### src/rtl/pixel_pack_ctrl_pkg.sv
// ---------------------------------------------------------------------------
// pixel_pack_ctrl_pkg
// Shared video definitions for the pixel packer: the packing FSM state
// encoding and the default fill value for an unpaired upper half-word.
// No ports; imported by the packer and its sync helper.
// ---------------------------------------------------------------------------
package pixel_pack_ctrl_pkg;

    // Packing FSM states. LOW means the low half is free and the next pixel
    // starts a new word; HIGH means a low half is pending and the next pixel
    // completes the word.
    typedef enum logic [1:0] {
        ST_IDLE      = 2'd0,
        ST_WAIT_LINE = 2'd1,
        ST_LOW       = 2'd2,
        ST_HIGH      = 2'd3
    } pack_state_t;

    // Fill value placed in the upper half of a word closing an odd line.
    localparam int unsigned PAD_VAL_DEFAULT = 0;

endpackage : pixel_pack_ctrl_pkg

### src/rtl/pixel_pack_ctrl_sync_edge_dly.sv
// ---------------------------------------------------------------------------
// sync_edge_dly
// One-cycle delay of a sync strobe plus rising-edge detection. The delayed
// copy doubles as the edge reference, so the edge and the delayed output
// always agree with each other.
//
// Ports:
//   clk       in   pixel clock
//   rst       in   asynchronous, active-high reset
//   sync_in   in   raw sync input
//   sync_dly  out  sync_in delayed by one clock
//   sync_rise out  high in the cycle where sync_in rises (combinational)
// ---------------------------------------------------------------------------
module sync_edge_dly (
    input  logic clk,
    input  logic rst,
    input  logic sync_in,
    output logic sync_dly,
    output logic sync_rise
);

    // Registered copy of the sync; cleared in reset so a sync already high
    // at release is seen as a fresh edge.
    always_ff @(posedge clk or posedge rst) begin
        if (rst) begin
            sync_dly <= 1'b0;
        end else begin
            sync_dly <= sync_in;
        end
    end

    // Rising edge: high now, low last cycle.
    assign sync_rise = sync_in & ~sync_dly;

endmodule : sync_edge_dly

### src/rtl/pixel_pack_ctrl.sv
// ---------------------------------------------------------------------------
// pixel_pack_ctrl
// Packs pairs of PIX_W-bit pixels into 2*PIX_W-bit words (first pixel in the
// low half). Odd lines are closed with a padded word. Packing is gated by
// I_en, which only takes effect at a vsync rising edge (frame start). Also
// reports per-line pixel counts, lines per frame, and a sticky error when a
// frame starts in the middle of active video.
//
// Ports:
//   I_clk, I_rst           clock, asynchronous active-high reset
//   I_en                   packing enable, sampled at frame start only
//   I_err_clr              clears O_err (an error in the same cycle wins)
//   I_pixel_data           input pixel
//   I_hsync/I_vsync/I_de   input timing
//   O_pixel_data           packed word, meaningful while O_valid=1
//   O_valid                one-cycle word strobe
//   O_pad                  word's upper half is the PAD_VAL fill
//   O_hsync/O_vsync        timing delayed by one cycle
//   O_line_pix             pixel count of the last completed line
//   O_line_cnt             lines completed in the current frame
//   O_active               FSM is not in IDLE
//   O_err                  sticky protocol error
// ---------------------------------------------------------------------------
module pixel_pack_ctrl
    import pixel_pack_ctrl_pkg::*;
#(
    parameter int          PIX_W   = 24,
    parameter int          CNT_W   = 13,
    parameter int unsigned PAD_VAL = PAD_VAL_DEFAULT
) (
    input  logic               I_clk,
    input  logic               I_rst,
    input  logic               I_en,
    input  logic               I_err_clr,
    input  logic [PIX_W-1:0]   I_pixel_data,
    input  logic               I_hsync,
    input  logic               I_vsync,
    input  logic               I_de,
    output logic [2*PIX_W-1:0] O_pixel_data,
    output logic               O_valid,
    output logic               O_pad,
    output logic               O_hsync,
    output logic               O_vsync,
    output logic [CNT_W-1:0]   O_line_pix,
    output logic [CNT_W-1:0]   O_line_cnt,
    output logic               O_active,
    output logic               O_err
);

    localparam logic [PIX_W-1:0] PAD_HALF = PIX_W'(PAD_VAL);
    localparam logic [CNT_W-1:0] CNT_MAX  = '1;
    localparam logic [CNT_W-1:0] CNT_ONE  = CNT_W'(1);

    pack_state_t      state;
    logic [PIX_W-1:0] low_half;
    logic [CNT_W-1:0] pix_cnt;
    logic             frame_start;
    logic             hsync_rise_unused;

    sync_edge_dly u_vsync (
        .clk       (I_clk),
        .rst       (I_rst),
        .sync_in   (I_vsync),
        .sync_dly  (O_vsync),
        .sync_rise (frame_start)
    );

    sync_edge_dly u_hsync (
        .clk       (I_clk),
        .rst       (I_rst),
        .sync_in   (I_hsync),
        .sync_dly  (O_hsync),
        .sync_rise (hsync_rise_unused)
    );

    // Packing FSM with registered outputs. Frame start takes priority over
    // all line handling: it clears the line count, flushes a pending low half
    // as a padded word, flags an error if video was still active, and picks
    // the next state from I_en. O_err is cleared first and set afterwards so
    // a coincident error overrides the clear. O_pixel_data holds its last
    // value between strobes.
    always_ff @(posedge I_clk or posedge I_rst) begin
        if (I_rst) begin
            state        <= ST_IDLE;
            low_half     <= '0;
            pix_cnt      <= '0;
            O_pixel_data <= '0;
            O_valid      <= 1'b0;
            O_pad        <= 1'b0;
            O_line_pix   <= '0;
            O_line_cnt   <= '0;
            O_active     <= 1'b0;
            O_err        <= 1'b0;
        end else begin
            O_valid <= 1'b0;
            O_pad   <= 1'b0;
            if (I_err_clr) begin
                O_err <= 1'b0;
            end

            if (frame_start) begin
                O_line_cnt <= '0;
                if (state == ST_HIGH) begin
                    O_pixel_data <= {PAD_HALF, low_half};
                    O_valid      <= 1'b1;
                    O_pad        <= 1'b1;
                end
                if (state != ST_IDLE && I_de) begin
                    O_err <= 1'b1;
                end
                state    <= I_en ? ST_WAIT_LINE : ST_IDLE;
                O_active <= I_en;
            end else begin
                case (state)
                    ST_IDLE: begin
                        state <= ST_IDLE;
                    end
                    ST_WAIT_LINE: begin
                        if (I_de) begin
                            low_half <= I_pixel_data;
                            pix_cnt  <= CNT_ONE;
                            state    <= ST_HIGH;
                        end
                    end
                    ST_LOW: begin
                        if (I_de) begin
                            low_half <= I_pixel_data;
                            pix_cnt  <= (pix_cnt == CNT_MAX) ? pix_cnt : pix_cnt + CNT_ONE;
                            state    <= ST_HIGH;
                        end else begin
                            O_line_pix <= pix_cnt;
                            O_line_cnt <= (O_line_cnt == CNT_MAX) ? O_line_cnt : O_line_cnt + CNT_ONE;
                            state      <= ST_WAIT_LINE;
                        end
                    end
                    ST_HIGH: begin
                        O_valid <= 1'b1;
                        if (I_de) begin
                            O_pixel_data <= {I_pixel_data, low_half};
                            pix_cnt      <= (pix_cnt == CNT_MAX) ? pix_cnt : pix_cnt + CNT_ONE;
                            state        <= ST_LOW;
                        end else begin
                            O_pixel_data <= {PAD_HALF, low_half};
                            O_pad        <= 1'b1;
                            O_line_pix   <= pix_cnt;
                            O_line_cnt   <= (O_line_cnt == CNT_MAX) ? O_line_cnt : O_line_cnt + CNT_ONE;
                            state        <= ST_WAIT_LINE;
                        end
                    end
                    default: begin
                        state <= ST_IDLE;
                    end
                endcase
            end
        end
    end

endmodule : pixel_pack_ctrl

### config.mk
export PLATFORM = sky130hd
export DESIGN_NAME = pixel_pack_ctrl
export DESIGN_NICKNAME = d
export VERILOG_FILES = /design/src/rtl/pixel_pack_ctrl_pkg.sv /design/src/rtl/pixel_pack_ctrl_sync_edge_dly.sv /design/src/rtl/pixel_pack_ctrl.sv
export SDC_FILE = /design/constraint.sdc
export NUM_CORES = 1
export LEC_CHECK = 0
export BUFFER_PORTS_ARGS = -buffer_cell sky130_fd_sc_hd__buf_2
export CELL_PAD_IN_SITES_DETAIL_PLACEMENT = 0
export CELL_PAD_IN_SITES_GLOBAL_PLACEMENT = 1
export CORE_MARGIN = 1
export CORE_UTILIZATION = 38
export DETAILED_ROUTE_END_ITERATION = 8
export GPL_TIMING_DRIVEN = 0
export HOLD_SLACK_MARGIN = 0.06
export PLACE_DENSITY = 0.72
export SYNTH_ARGS = -nofsm -noshare
export SYNTH_HDL_FRONTEND = slang
export SYNTH_HIERARCHICAL = 1
export SYNTH_SLANG_ARGS = --single-unit
### constraint.sdc
create_clock -name I_clk -period 3.7 [get_ports I_clk]
set_input_delay 0.925 -clock I_clk [delete_from_list [all_inputs] [get_ports I_clk]]
set_output_delay 0.925 -clock I_clk [all_outputs]
set_load 0.05 [all_outputs]
; ---- Yosys cells after proc, flatten, opt, wreduce, memory -nomap -nowiden
; Cells that the tools add are included.
[totals]
output_inout_bits = 80
regBits = 119
input_bits = 31
elab_cells = 65
[classes]
mux = 25
add_sub_neg = 2
n_bitwise = 4
reduce_logical = 11
n_eq_ne = 11
[ops]
columns = cell, n
row1 = 48-bit two-way mux, 4
row2 = 13-bit two-way mux, 7
row3 = 13-bit by 1-bit adder with 13-bit output (second input constant), 2
row4 = 13-bit equality test (second input constant), 2
row5 = 13-bit case mux with 2 select lines, 1
row6 = 3-bit AND reduction, 3
row7 = 1-bit two-way mux, 8
row8 = 2-bit two-way mux, 4
row9 = 2-bit case mux with 4 select lines, 1
row10 = 2-bit inequality test (second input constant), 3
row11 = 2-bit nonzero test, 3
row12 = 5-bit AND reduction, 1
row13 = 2-bit equality test (second input constant), 2
row14 = 2-bit by 1-bit inequality test with 1-bit output (second input constant), 2
row15 = 2-bit OR reduction, 2
row16 = 3-bit inequality test (second input constant), 1
row17 = 1-bit NOT, 3
row18 = 2-bit by 1-bit equality test with 1-bit output (second input constant), 1
row19 = 2-bit zero test, 1
row20 = 1-bit AND, 1
row21 = 1-bit logical AND, 1

; ---- Longest topological paths before layout
[logic_depth]
ltp_word = 5
ltp_mapped = 8
ltp_nobuf = 6

; ---- Modules after synthesis
; Netlist, hierarchy kept.
[modules_own_cells]
columns = mod, seq_area_each_um2, area_per_inst_um2, cells_per_inst, instances
row1 = pixel_pack_ctrl, 2927.8, 4993.5, 422, 1
row2 = sync_edge_dly, 25.0, 42.5, 3, 2

; ---- Worst setup path before layout
; Ideal clock, no wire load.
[synth_timing]
path_type = input to register
start = input port I_vsync
end = register pix_cnt[5]
n_path_buf = 0
setup_time_ps = 78
required_ps = 3622
arrival_time_ps = 2191
path_stages = 5
setup_slack_ps = 1431
path_cell_list = nor2b_4 -> nand2b_1 -> or3_1 -> or4_1 -> a21oi_1
[synth_between]
elab_chain_len = 3
[synth_rtl]
columns = element, line
row1 = start: declaration, pixel_pack_ctrl.sv:37  ; input logic I_vsync,
row2 = 1-bit AND, pixel_pack_ctrl_sync_edge_dly.sv:33  ; assign sync_rise = sync_in & ~sync_dly;
row3 = 1-bit NOT (no line), n/a
row4 = 5-bit AND reduction (no line), n/a
row5 = end signal: assignment, pixel_pack_ctrl.sv:128  ; pix_cnt <= (pix_cnt == CNT_MAX) ? pix_cnt : pix_cnt + CNT_ONE;
row6 = end signal: assignment, pixel_pack_ctrl.sv:140  ; pix_cnt <= (pix_cnt == CNT_MAX) ? pix_cnt : pix_cnt + CNT_ONE;
row7 = end: declaration, pixel_pack_ctrl.sv:56  ; logic [CNT_W-1:0] pix_cnt;
; Every way passes these cells.
; A chain may end at the register's enable or synchronous reset.

==> impl_metrics.csv <==
group,metric,value,unit
routing,final_antenna_net_count,0,
place,dp_hpwl,8.20,mm
cts,cts_tree,"done",
synthesis,syn-num-nets,464,
critical_path,path_cells,"inv_1, ha_1, buf_2, o21ai_1, nor4_1, buf_2, nor2_1, mux2_2",
routing,wl,11.6,mm
global_routing,grt_max_degree,39,
routing,vias,3769,
cts,h-tree-depth,4,
floorplan,dieWidth,117,um
critical_path,crit_arrival,2.63,ns
place,dp.cells,712,
timing,max_clock_freq,428,MHz
outcome,status,"complete, no violations",
power_and_ir_drop,intPower,3.53,mW
run,max-cap-violations,0,
timing,fin_crit,2.34,ns
routing,wl_per_cell,15.7,um
routing,vias_per_cell,5.07,
floorplan,ios,111,
power_and_ir_drop,p_sw,2.52,mW
final_layout,area_growth,27.7,%
floorplan,core-area,12800,um^2
synthesis,syn_avg_cell_area,11.9,um^2
floorplan,rows,41,
critical_path,critPathMaxStageDelay,0.56,ns
critical_path,endpoint_kind,"flip-flop",
final_layout,drive_above_1_share,0.389,
power_and_ir_drop,leakagePower,3.03,nW
global_routing,grt_pass1_vias,3725,
cts,cts_root_buffer,"clkbuf_16",
floorplan,fp.dieH,117,um
final_layout,fin_cells,743,
global_routing,grt.overflow.total,0,
power_and_ir_drop,power.total,6.05,mW
power_and_ir_drop,pwr-share-comb,0.400,
power_and_ir_drop,seqPwrFrac,0.336,
final_layout,num-nets-final,596,
timing,tightest_slew,0.759,ns
critical_path,crit_path_max_fanout,10,
timing,slew_headroom,0.488,
cts,numCtsBuffers,17,
timing,timing_hold_violations_final,0,
final_layout,n_antenna_cell,0,
place,place_area,5890,um^2
cts,cts.sinks,119,
power_and_ir_drop,peakVddDrop,0.433,mV
synthesis,syn-instance-count,427,
routing,drc_errors,0,
routing,dr.pass1.iters,4,
place,dp_slack,1.05,ns
synthesis,yosys_warnings,6,
global_routing,antenna_found_initial,0,
timing,hold_slack,0.374,ns
power_and_ir_drop,p_sw_frac,0.417,
synthesis,mappedNetlistArea,5060,um^2
timing,maxSlewViolCount,0,
place,port_buffers,110,
critical_path,critPathKind,"flip-flop to flip-flop",
timing,min_period_over_period,0.632,
final_layout,fin_area,6470,um^2
critical_path,required,3.99,ns
cts,hold_buffers,0,
global_routing,grt_pass1_wl,19.5,mm
critical_path,critical_path.most_common_cell,"buf_2",
power_and_ir_drop,p_clk_frac,0.264,
timing,rsz0062_at_grt,"no",
timing,layout_setup_ws,1.36,ns
timing,setup_violations,0,
timing,tns,0,ns
timing,fin_skew,0.00707,ns
cts,ctsResizeCount,0,
floorplan,initial_core_util,0.395,
final_layout,nFillCells,1204,
cts,clk_latency,0.41,ns
routing,drt_iter0_drc,205,
final_layout,finish.utilization,0.504,
min_path,min_path_type,"input pin to async pin",
critical_path,critPathLaunchType,"flip-flop",
cts,cts.clk_slew.worst_paths,0.05,ns
cts,clock_path_buffers,2,
critical_path,critPathSlowestCell,"nor4_1",
cts,postCtsSetupBuffers,0,
global_routing,grtUsageTotal,0.181,
place,gp_congestion,0.776,
power_and_ir_drop,power_density,935,nW/um^2
floorplan,die_area,13800,um^2
[final timing paths]
| check | cells after the start | slack, ns | start | to |
|---|---|---|---|---|
| min reg2reg | 1 | 0.50 | O_line_pix[8]$_DFFE_PP0P_ | O_line_pix[8]$_DFFE_PP0P_ |
| min | 2 | 0.37 | I_rst | u_hsync/sync_dly$_DFF_PP0_ |
| max | 8 | 1.36 | flip-flop | pix_cnt[0]$_DFFE_PP0P_ |
| max in group asynchronous | 4 | 2.42 | I_rst | O_pixel_data[32]$_DFFE_PP0P_ |
| min in group I_clk | 1 | 0.50 | O_line_pix[8]$_DFFE_PP0P_ | O_line_pix[8]$_DFFE_PP0P_ |
| max reg2reg | 8 | 1.36 | flip-flop | pix_cnt[0]$_DFFE_PP0P_ |
[sequential cells by signal, summed over array words and instances, names as in the netlist, named ones only]
register          flops
O_pad                 1
O_line_cnt           13
u_hsync/sync_dly      1
u_vsync/sync_dly      1
O_valid               1
pix_cnt              13
O_line_pix           13
low_half             24
state                 1
O_pixel_data         48
O_err                 1
O_active              1
[cell usage in the layout (no fill, tap or decap), types with 2 or more instances in the layout]
cell	count
or4_4	2
nor3_1	7
mux2_2	64
nor2b_1	3
dfrtp_1	119
clkbuf_1	13
buf_2	115
buf_1	3
or4_1	7
clkinvlp_4	4
nor4_1	3
ha_1	6
bufinv_16	2
clkbuf_16	17
nand2b_1	4
a21oi_1	19
nor2_1	17
buf_12	3
nand3_1	34
clkbuf_8	3
or3_1	7
inv_1	36
nand4_1	4
o31ai_1	10
mux2i_1	3
nand2_1	9
clkinv_2	3
o22ai_1	2
o21ai_0	32
nor3_2	2
[final cells by class]
type	count	area (um^2)	share of cell area
well taps	172	215	0.0333
flip-flops and latches	119	2980	0.460
multi-input cells	252	1860	0.288
plain buffers	19	85.1	0.0132
inverters	37	143	0.0220
repair buffers	113	611	0.0944
clock buffers	23	478	0.0739
clock inverters	8	97.6	0.0151
[critical path, delay by kind of cell (launching register included)]
family / cells / cell delay (ns)
muxes: 1 / 0.27
adders and majority gates: 1 / 0.13
buffers and inverters: 3 / 0.66
and+or+nand+nor: 2 / 0.62
DFF: 1 / 0.42
AOI/OAI and AO/OA: 1 / 0.11
[power by group through the flow]
stage | logic [mW] | clock network (mW) | registers (mW)
6_report | 2.42 | 1.60 | 2.03
4_1_cts | 2.44 | 1.63 | 2.04
3_3_place_gp | 2.40 | 0 | 2.03
3_5_place_dp | 2.44 | 0 | 2.05
2_1_floorplan | 0.830 | 0 | 3.04
5_1_grt | 2.58 | 1.69 | 2.11
[per-layer routing]
layer,part of all wire,up-vias,GRT usage
li1,-,1782,-
met1,0.46,1861,0.242
met2,0.47,109,0.279
met3,0.052,17,0.0436
met4,0.020,0,0.0865
met5,0,-,0
Note: power is estimated with default switching activity, not from simulation.
